--- src/rtl/ptw_mem_arbiter.sv ---
// Round-robin arbiter sharing one page-table memory read port among NREQ page walkers.
// Optional per-requester statistics counters are enabled with `define PTW_ARB_STATS_EN.
module ptw_mem_arbiter #(
    parameter int NREQ    = 2,
    parameter int TIMEOUT = 255
) (
    input  logic               clk,
    input  logic               reset,
    input  logic               flush,
    input  logic [NREQ-1:0]    req_valid,
    input  logic [NREQ*64-1:0] req_addr,
    output logic [NREQ-1:0]    resp_valid,
    output logic               resp_err,
    output logic [63:0]        resp_data,
    output logic               mem_req,
    output logic [63:0]        mem_addr,
    input  logic [63:0]        mem_data,
    input  logic               mem_data_valid
`ifdef PTW_ARB_STATS_EN
    ,
    output logic [NREQ*32-1:0] grant_cnt,
    output logic [31:0]        timeout_cnt
`endif
);

    localparam int GW = $clog2(NREQ);
    localparam int TW = $clog2(TIMEOUT + 1);
    localparam logic [TW-1:0] TCNT_LAST  = TW'(TIMEOUT - 1);
    localparam logic [GW-1:0] GRANT_INIT = GW'(NREQ - 1);

    typedef enum logic [1:0] {
        IDLE,
        BUSY,
        DRAIN
    } state_t;

    state_t        state;
    logic [GW-1:0] grant;
    logic [GW-1:0] last_grant;
    logic [TW-1:0] tcnt;

    logic [GW-1:0] pick;
    logic [GW-1:0] idx;
    logic          pick_found;
    logic          data_hit;
    logic          err_hit;

    // Round-robin scan starting just after the last requester that got a response.
    always_comb begin
        // NOTE: every variable gets a default first so no path leaves it unassigned (no latch).
        pick       = '0;
        idx        = last_grant;
        pick_found = 1'b0;
        for (int k = 1; k <= NREQ; k++) begin
            idx = GW'((int'(last_grant) + k) % NREQ);
            if (!pick_found && req_valid[idx]) begin
                pick       = idx;
                pick_found = 1'b1;
            end
        end
    end

    always_comb begin
        data_hit = (state == BUSY) && mem_data_valid && !flush && req_valid[grant];
        err_hit  = (state == BUSY) && !mem_data_valid && !flush && req_valid[grant]
                   && (tcnt == TCNT_LAST);
    end

    always_ff @(posedge clk or negedge reset) begin
        // NOTE: state registers use non-blocking assignments so every flop samples pre-edge values.
        if (!reset) begin
            state      <= IDLE;
            grant      <= '0;
            last_grant <= GRANT_INIT;
            tcnt       <= '0;
            mem_req    <= 1'b0;
            mem_addr   <= '0;
            resp_valid <= '0;
            resp_err   <= 1'b0;
            resp_data  <= '0;
        end else begin
            resp_valid <= '0;
            case (state)
                IDLE: begin
                    if (!flush && pick_found) begin
                        grant    <= pick;
                        mem_addr <= req_addr[64*pick +: 64];
                        mem_req  <= 1'b1;
                        tcnt     <= '0;
                        state    <= BUSY;
                    end
                end
                BUSY: begin
                    if (mem_data_valid) begin
                        mem_req <= 1'b0;
                        state   <= IDLE;
                        if (data_hit) begin
                            resp_data         <= mem_data;
                            resp_valid[grant] <= 1'b1;
                            resp_err          <= 1'b0;
                            last_grant        <= grant;
                        end
                    end else if (flush || !req_valid[grant]) begin
                        // Read is still in flight at the memory; its data must be swallowed.
                        mem_req <= 1'b0;
                        tcnt    <= '0;
                        state   <= DRAIN;
                    end else if (err_hit) begin
                        resp_valid[grant] <= 1'b1;
                        resp_err          <= 1'b1;
                        resp_data         <= '0;
                        last_grant        <= grant;
                        mem_req           <= 1'b0;
                        tcnt              <= '0;
                        state             <= DRAIN;
                    end else begin
                        tcnt <= tcnt + TW'(1);
                    end
                end
                DRAIN: begin
                    if (mem_data_valid || tcnt == TCNT_LAST) begin
                        state <= IDLE;
                    end else begin
                        tcnt <= tcnt + TW'(1);
                    end
                end
                default: state <= IDLE;
            endcase
        end
    end

`ifdef PTW_ARB_STATS_EN
    always_ff @(posedge clk or negedge reset) begin
        if (!reset) begin
            grant_cnt   <= '0;
            timeout_cnt <= '0;
        end else begin
            for (int i = 0; i < NREQ; i++) begin
                if (data_hit && grant == GW'(i) && grant_cnt[32*i +: 32] != 32'hFFFF_FFFF) begin
                    grant_cnt[32*i +: 32] <= grant_cnt[32*i +: 32] + 32'd1;
                end
            end
            if (err_hit && timeout_cnt != 32'hFFFF_FFFF) begin
                timeout_cnt <= timeout_cnt + 32'd1;
            end
        end
    end
`endif

endmodule

--- config.mk ---
export PLATFORM = sky130hd
export DESIGN_NAME = ptw_mem_arbiter
export DESIGN_NICKNAME = d
export VERILOG_FILES = /design/src/rtl/ptw_mem_arbiter.sv
export SDC_FILE = /design/constraint.sdc
export NUM_CORES = 1
export LEC_CHECK = 0
export ABC_AREA = 0
export CAP_MARGIN = 20
export CORE_AREA = 2 2 127 129
export DETAILED_ROUTE_END_ITERATION = 8
export DIE_AREA = 0 0 129 131
export HOLD_SLACK_MARGIN = 0.1
export PLACE_DENSITY = 0.88
export SKIP_CTS_REPAIR_TIMING = 1
export SYNTH_ARGS = -nofsm -noshare
export SYNTH_HDL_FRONTEND = slang
export SYNTH_SLANG_ARGS = --single-unit
--- constraint.sdc ---
create_clock -name clk -period 3.15 [get_ports clk]
set_clock_uncertainty 0.1 [all_clocks]
set_input_delay 0.4725 -clock clk [delete_from_list [all_inputs] [get_ports clk]]
set_output_delay 0.4725 -clock clk [all_outputs]
set_load 0.02 [all_outputs]
## Yosys cells after proc, flatten, opt, wreduce, memory -nomap -nowiden

Cells that the tools add are included.

| storage, ports and cells | value |
|---|---|
| register bits after elaboration | 144 |
| bits of input ports | 198 |
| output and inout port bits | 132 |
| logic and storage cells | 98 |

| operators by class | value |
|---|---|
| add/sub/neg operators | 3 |
| magnitude comparators | 4 |
| equality and inequality tests | 10 |
| shift operators | 1 |
| multiplexer cells | 46 |
| reductions and logical operators | 25 |

Operators with widths:

| kind | count |
|---|---|
| $mux W64 | 4 |
| $shiftx A128 B8 Y64 | 1 |
| $mux W8 | 5 |
| $pmux W8 S3 | 1 |
| $mux W1 | 23 |
| $mux W2 | 10 |
| $logic_and A1 B1 Y1 | 10 |
| $ne A2 B2 Y1 const B | 5 |
| $add A8 B1 Y8 const B | 1 |
| $eq A8 B8 Y1 const B | 1 |
| $reduce_and A4 Y1 | 2 |
| $lt A1 B2 Y1 const B | 3 |
| $pmux W2 S3 | 1 |
| $reduce_and A3 Y1 | 2 |
| $logic_not A1 Y1 | 4 |
| $ne A4 B3 Y1 const B | 1 |
| $reduce_bool A2 Y1 | 2 |
| $reduce_bool A3 Y1 | 1 |
| $add A1 B1 Y1 const B | 2 |
| $eq A2 B1 Y1 const B | 1 |
| $eq A2 B2 Y1 const B | 1 |
| $logic_not A2 Y1 | 1 |
| $logic_or A1 B1 Y1 | 2 |
| $ne A2 B1 Y1 const B | 1 |
| other kinds (4) | 4 |

## Depth between registers and ports, before layout

| depth | value |
|---|---|
| word-level depth | 10 |
| gate-level depth with buffers | 8 |
| depth with buffers taken out | 6 |

## Worst setup path before layout

Ideal clock, no wire load.

| path | value |
|---|---|
| path type | register to register |
| start | register state[1] |
| end | register resp_data[31] |
| setup time | 121 ps |
| data arrival time | 1596 ps |
| slack | 1333 ps |
| stages on the path, launching flop included | 9 |
| path buffers | 2 |
| clock period less this slack | 1817 ps |
| cell sequence | dfrtp_1 inv_1 ha_1 nor2b_1 and2_1 o21ai_2 buf_6 buf_6 a22o_1 |

| on the way | value |
|---|---|
| longest elaborated chain between the ends | 7 |
| elaborated cells between the ends (all ways) | 11 |
| those cells by class | eq/ne (2); reduce/logical (9) |

Ends and longest elaborated chain:

| item | line | RTL |
|---|---|---|
| from (decl) | 37 | `state_t state;` |
| from (signal assigned) | 72 | `state <= IDLE;` |
| from (signal assigned) | 90 | `state <= BUSY;` |
| from (signal assigned) | 96 | `state <= IDLE;` |
| $eq A2 B1 Y1 (*) | 64, 65, 83 |  |
| $logic_and A1 B1 Y1 (3 in series) | 65 | `err_hit = (state == BUSY) && !mem_data_valid && !flush && req_valid[grant]` |
| $logic_and A1 B1 Y1 | 66 | `&& (tcnt == TCNT_LAST);` |
| $reduce_bool A2 Y1 (no line) | -- |  |
| $reduce_and A4 Y1 (no line) (*) | -- |  |
| to (signal assigned) | 98 | `resp_data <= mem_data;` |
| to (decl) | 14 | `output logic [63:0] resp_data,` |

Every way passes the cells marked *; elsewhere a longest branch is shown, timed or not.
A chain may end at the register's enable or synchronous reset.

## Worst setup path after layout

| path | value |
|---|---|
| start | register tcnt[0] |
| end | register resp_data[52] |

| on the way | value |
|---|---|
| longest elaborated chain between the ends | 4 |

Ends and longest elaborated chain:

| item | line | RTL |
|---|---|---|
| from (decl) | 40 | `logic [TW-1:0] tcnt;` |
| from (signal assigned) | 117 | `tcnt <= tcnt + TW'(1);` |
| from (signal assigned) | 124 | `tcnt <= tcnt + TW'(1);` |
| $eq A8 B8 Y1 | 66 |  |
| $logic_and A1 B1 Y1 | 66 |  |
| $reduce_bool A2 Y1 (no line) | -- |  |
| $reduce_and A4 Y1 (no line) | -- |  |

Every way passes these cells.

==> results.sh <==
export IMPL_status="complete, no violations"
export IMPL_p_total_mw=9.84
export IMPL_cts_root_buf="clkbuf_16"
export IMPL_min_path_type="register to register"
export IMPL_final_antenna_net_count=0
export IMPL_max_slew_margin_pct=47.8
export IMPL_die_area_sq_mm=0.0169
export IMPL_worstMarginPinSlew_ps=780
export IMPL_cts_buffer_depth=2
export IMPL_synthTopCellsByArea="dfrtp_1, mux2i_1, a22o_1"
export IMPL_core_area_sq_mm=0.0156
export IMPL_htree_levels=4
export IMPL_grt_pass1_wl_mm=28.1
export IMPL_wl_per_cell_um=17.6
export IMPL_critPathBufInv=2
export IMPL_crit_slowest_cell="o21ai_4"
export IMPL_path_cells="inv_1 > ha_1 > nand3_1 > nor2_4 > o21ai_4 > buf_4 > a22o_1"
export IMPL_synthCells=523
export IMPL_finalSetupViolations=0
export IMPL_p_seq_share_pct=32.8
export IMPL_critPathLaunchType="register"
export IMPL_synth_fp_nets=727
export IMPL_worstPathRequired_ps=3410
export IMPL_p_clk_share_pct=20.7
export IMPL_slowest_delay_ps=640
export IMPL_placementRows=46
export IMPL_synth_largest_area_cell="dfrtp_1"
export IMPL_maxSlewViolCount=0
export IMPL_synth_seq_area_share_pct=58.3
export IMPL_maxCapViolCount=0
export IMPL_wl_met3_mm=1.22
export IMPL_power_density_mw_per_mm2=953
export IMPL_gp_congestion=0.808
export IMPL_antennaDiodeCount=0
export IMPL_grt_max_degree=77
export IMPL_cts_buffers=17
export IMPL_drtIter0Drc=326
export IMPL_die_y_um=131
export IMPL_fp_dieW_um=129
export IMPL_p_sw_mw=3.65
export IMPL_viasPerCell=5.06
export IMPL_post_dp_hpwl_mm=14.0
export IMPL_grtUsageTotal_pct=21.8
export IMPL_clkLatencyLatePin_ps=420
export IMPL_hold_viol=0
export IMPL_synth_top_cell_area_share_pct=57.9
export IMPL_clk_pin_slew_ps=60
export IMPL_cts_tree="built"
export IMPL_antenna_found_initial=0
export IMPL_ys_types=44
export IMPL_io_buffers=329
export IMPL_rsz0062_at_grt="false"
export IMPL_numClockSinks=144
export IMPL_period_share_pct=73.1
export IMPL_maxUsedRoutingLayer="met4"
export IMPL_synth_seq_cells=144
export IMPL_critical_path_top_delay_family="compound AO/OA/AOI/OAI gates"
export IMPL_synth_warnings=0
export IMPL_crit_arrival_ps=2560
export IMPL_tns_ps=0
export IMPL_drive_above_1_share_pct=6.50
export IMPL_fmax_ghz=0.435
export IMPL_worstSetupPathType="register to register"
export IMPL_intPower_mw=6.19
export IMPL_drt_met1_wl_mm=7.72
export IMPL_min_period_ps=2300
export IMPL_num_vias=5454
export IMPL_fin_nets=1053
export IMPL_endpoint_kind="register"
export IMPL_netSwitchingFraction_pct=37.1
export IMPL_p_leak_nw=4.48
export IMPL_drc=0
export IMPL_synth_area_sq_mm=0.00618
export IMPL_io_pins=330
export IMPL_crit_fanout=27
export IMPL_met2_length_mm=9.67
export IMPL_start_util_pct=39.6
export IMPL_grt_overflow_total=0
export IMPL_ir_worst_vdd_mv=0.552
export IMPL_area_growth_pct=67.1
export IMPL_drtPass1Iterations=5
export IMPL_routed_wl_mm=19.0
export IMPL_grt_pass1_vias=5238
export IMPL_power_frac_comb_pct=46.5
export IMPL_avgSynthCellArea_sq_um=11.8
## sequential cells by signal (all words and copies together), names as in the netlist
name / count
mem_req: 1
last_grant: 1
grant: 1
resp_err: 1
resp_data: 64
state: 2
tcnt: 8
resp_valid: 2
mem_addr: 64
## routing by layer
| metal | GRT usage [%] | vias to the layer above |
|---|---|---|
| met1 | 26.7 | 2655 |
| met4 | 7.74 | 0 |
| met3 | 5.99 | 35 |
| li1 | - | 2550 |
| met5 | 0 | - |
| met2 | 37.1 | 214 |
## logic make-up (layout without fill, tap and decap cells)
family          Yosys count  count (layout)  share of synthesized area [%]
flops                   144             144                           58.3
fa+ha+maj                 6               6                           1.21
mux                      68              68                           11.1
simple gates             97              97                           6.84
compound gates          162             162                           18.8
buf+inv                  46             385                           3.80
## layout make-up
cell class	count	area [sq um]
clock buffers	17	425
clock inverters	15	174
fillers	1168	5270
inverters	11	41.3
multi-input cells	333	2370
flip-flops and latches	144	3600
well taps	216	270
repair buffers	342	3440
## Yosys cell counts (all sizes together)
| library cell | instances |
|---|---|
| nor3 | 3 |
| a31oi | 1 |
| buf | 23 |
| or3 | 1 |
| dfstp | 1 |
| dfrtp | 143 |
| o2bb2ai | 1 |
| and3 | 1 |
| o211a | 1 |
| o211ai | 2 |
| o21ai | 69 |
| o21bai | 1 |
| mux2 | 3 |
| nor2b | 1 |
| a311o | 1 |
| mux2i | 65 |
| a21oi | 9 |
| a22o | 65 |
| inv | 11 |
| and3b | 1 |
| o21ba | 1 |
| o31ai | 2 |
| ha | 6 |
| nor4 | 1 |
| a221oi | 1 |
| a221o | 5 |
| a21boi | 1 |
| nand2 | 74 |
| a211oi | 1 |
| nor2 | 7 |
| clkbuf | 12 |
| nand3 | 4 |
| and2 | 2 |
| nand4b | 1 |
| nand4 | 1 |
| o2111ai | 1 |
## final timing paths
kind / slack, ps / to / cells past startpoint / startpoint
max: 850 / resp_data[52]$_DFFE_PN0P_ / 7 / tcnt[0]$_DFFE_PN0P_
min: 380 / mem_addr[55]$_DFFE_PN0P_ / 2 / mem_addr[55]$_DFFE_PN0P_
max reg2reg: 850 / resp_data[52]$_DFFE_PN0P_ / 7 / tcnt[0]$_DFFE_PN0P_
min reg2reg: 380 / mem_addr[55]$_DFFE_PN0P_ / 2 / mem_addr[55]$_DFFE_PN0P_
max in group asynchronous: 1740 / mem_addr[32]$_DFFE_PN0P_ / 3 / reset
min in group asynchronous: 400 / resp_data[14]$_DFFE_PN0P_ / 2 / reset
## cell usage in the layout (no fill, tap or decap), drive strengths merged, types with 7 or more instances in the layout
cell type      synthesis  routed
clkdlybuf4s50          0     328
dfrtp                143     143
nand2                 74      74
o21ai                 69      69
mux2i                 65      65
a22o                  65      65
inv                   11      18
clkbuf                12      17
buf                   23      13
a21oi                  9       9
nor2                   7       7
## tightest hold or removal path, delay by kind of cell, from the launching register on
family           cells  cell delay, ps
AND/OR/NAND/NOR      1              40
flip-flops           1             340
AO/OA/AOI/OAI        1              60
## stage by stage
step | std cells | instance area [sq um] | setup WS (ps) | hold slack [ps] | util, %
final | 1078 | 10300 | 849 | 376 | 66.2
after global routing | 1078 | 10300 | 692 | 401 | 66.2
after CTS | 1077 | 10300 | 873 | -176 | 66.2
after detailed placement | 1045 | 9720 | 627 | 276 | 62.3
after global placement | 1045 | 9720 | 675 | 276 | 62.3
after floorplan | 523 | 6180 | 1330 | 76.9 | -
## power groups by stage
stage	Clock, mW	Combinational, mW	Sequential (mW)
2_1_floorplan	0	1.21	4.19
3_3_place_gp	0	4.50	3.20
3_5_place_dp	0	4.61	3.23
4_1_cts	2.09	4.62	3.22
5_1_grt	2.18	4.86	3.33
6_report	2.04	4.58	3.23
Power figures use the tool's default switching activity.
==> variant, RTL diff (same flow settings) <==
Change the parameter `TIMEOUT` from 255 to 510.
--- a/src/rtl/ptw_mem_arbiter.sv
+++ b/src/rtl/ptw_mem_arbiter.sv
@@ -4,3 +4,3 @@
     parameter int NREQ    = 2,
-    parameter int TIMEOUT = 255
+    parameter int TIMEOUT = 510
 ) (
Behaviour: same outputs for any inputs over 4 cycles, from zero or initial values and one cycle with reset low; that may be too few to reach the edited logic, so the function may still have changed.
==> variant against the unedited design <==
  * Wire length grew 2.7%
  * Synthesized area grew 0.51%
  * First-iteration DRC count shrank 19%
  * Clock power shrank 7%
  * Global-route usage grew 0.59 points
  * Sequential power is essentially flat
  * Sequential share of layout area grew 0.13 points
  * Final area grew 0.31%
  * Total power shrank 1.3%
  * Worst setup slack gained 0.020 ns
  * Maximum frequency grew 0.88%
  * Sequential cell count grew 1
==> variant: results (changes against the unedited design) <==
• clkbuf_16 — cell at the root of the clock tree
• 4 — total iterations of the first detailed-routing run, -1
• 58.42% — part of the Yosys area used for sequential elements, +0.11 points
• 9.744 mm — routed wl met2, +0.82%
• 28.94 mm — global-route wire length before repair, +3.0%
• 48.30% — normalized max-slew margin, +0.51 points
• 7.931 mm — wire length the detailed router placed on met1, +2.7%
• 73 — pin count of the biggest net entering global routing, -5.2%
• 4.982 — average via count per standard cell, -1.5%
• 1082 — non-filler cells in the finished layout, +0.37%
• 1175 — Fill cells, +0.60%
• 36.10% — grt met2 use, -1.0 points
• 265 — drt first-iter violations, -19%
• 27.96% — met1 capacity usage during global routing, +1.2 points
• completed — result of the run
• 9802 sq um — total placed instance area, +0.84%
• dfrtp_1 — critical path's slowest cell
• state[1] — Reg-to-Reg Start
• 5334 — number of global-route vias before repair, +1.8%
• dfrtp_1 (144), nand2_1 (74), a22o_1 (65) — commonest cells in the synthesized netlist
• 4.507 nW — leakage power of the design, +0.52%
• 0.41 ns — Slowest Stage Delay on Critical Path, -0.23 ns
• dfrtp_1 (58%), mux2i_1 (10%), a22o_1 (9.2%) — largest cells by area after synthesis
• 0.8268 — Final GP Congestion, +2.3%
• 0.4908 mV — worst ir drop on vdd, -11%
• 40 — count of different cell masters after synthesis, -9.1%
• 8 — biggest fanout along the worst timing path, -70%
• 6.922% — met3 capacity usage during global routing, +0.94 points
• 19.53 mm — routed wire length, +2.7%
• 14.26 mm — post-detail-place hpwl, +1.6%
• 1.179 mm — met3 WL post-DR, -3.4%
• 0.8687 ns — setup ws final, +0.01999 ns
• 7.737% — fraction of layout instances using a drive strength above 1, +1.2 points
• 0.5597 ns — worst slack at placement, -0.06704 ns
[variant: cell types whose count changed in the layout (fill, tap and decap cells not counted), moves of 3 or more]
cell,unedited run,this run
nor3_1,3,0
a21oi_1,9,6
o22ai_1,0,5
a221o_1,5,0
buf_4,8,12
o311ai_2,0,3
o21ai_0,55,58
[variant: how the worst min path moves through the flow]
stage | slack [ns] | cells past startpoint | start | to
2_1_floorplan | 0.08 | 0 | reset | grant
3_3_place_gp | 0.36 | 2 | mem_addr[44] | mem_addr[44]
3_5_place_dp | 0.37 | 2 | mem_addr[27] | mem_addr[27]
4_1_cts | -0.006 | 1 | reset | resp_data[7]
5_1_grt | 0.41 | 2 | mem_addr[28] | mem_addr[28]
6_report | 0.38 | 2 | mem_addr[32] | mem_addr[32]
[variant: final cells by class]
| class | count | area (sq um) | area share, % |
|---|---|---|---|
| sequential | 145 | 3630 | 35.03 |
| tap | 216 | 270.3 | 2.608 |
| timing repair buffer | 347 | 3495 | 33.72 |
| clock buffer | 17 | 425.4 | 4.105 |
| inverter | 9 | 33.78 | 0.3260 |
| clock inverter | 15 | 125.1 | 1.207 |
| multi-input combinational | 333 | 2384 | 23.00 |
[variant: cell families after synthesis]
logic type                 share of synthesized area, %
muxes                                             10.67
DFF                                               58.42
buffers and inverters                             3.665
adders and majority gates                         1.208
AOI/OAI and AO/OA                                 18.95
and+or+nand+nor                                   7.088
[variant: power breakdown]
| group | total, W | internal (W) | switching [W] |
|---|---|---|---|
| Clock | 0.00189 | 0.00103 | 0.000860 |
| Sequential | 0.00322 | 0.00272 | 0.000497 |
| Combinational | 0.00460 | 0.00231 | 0.00230 |
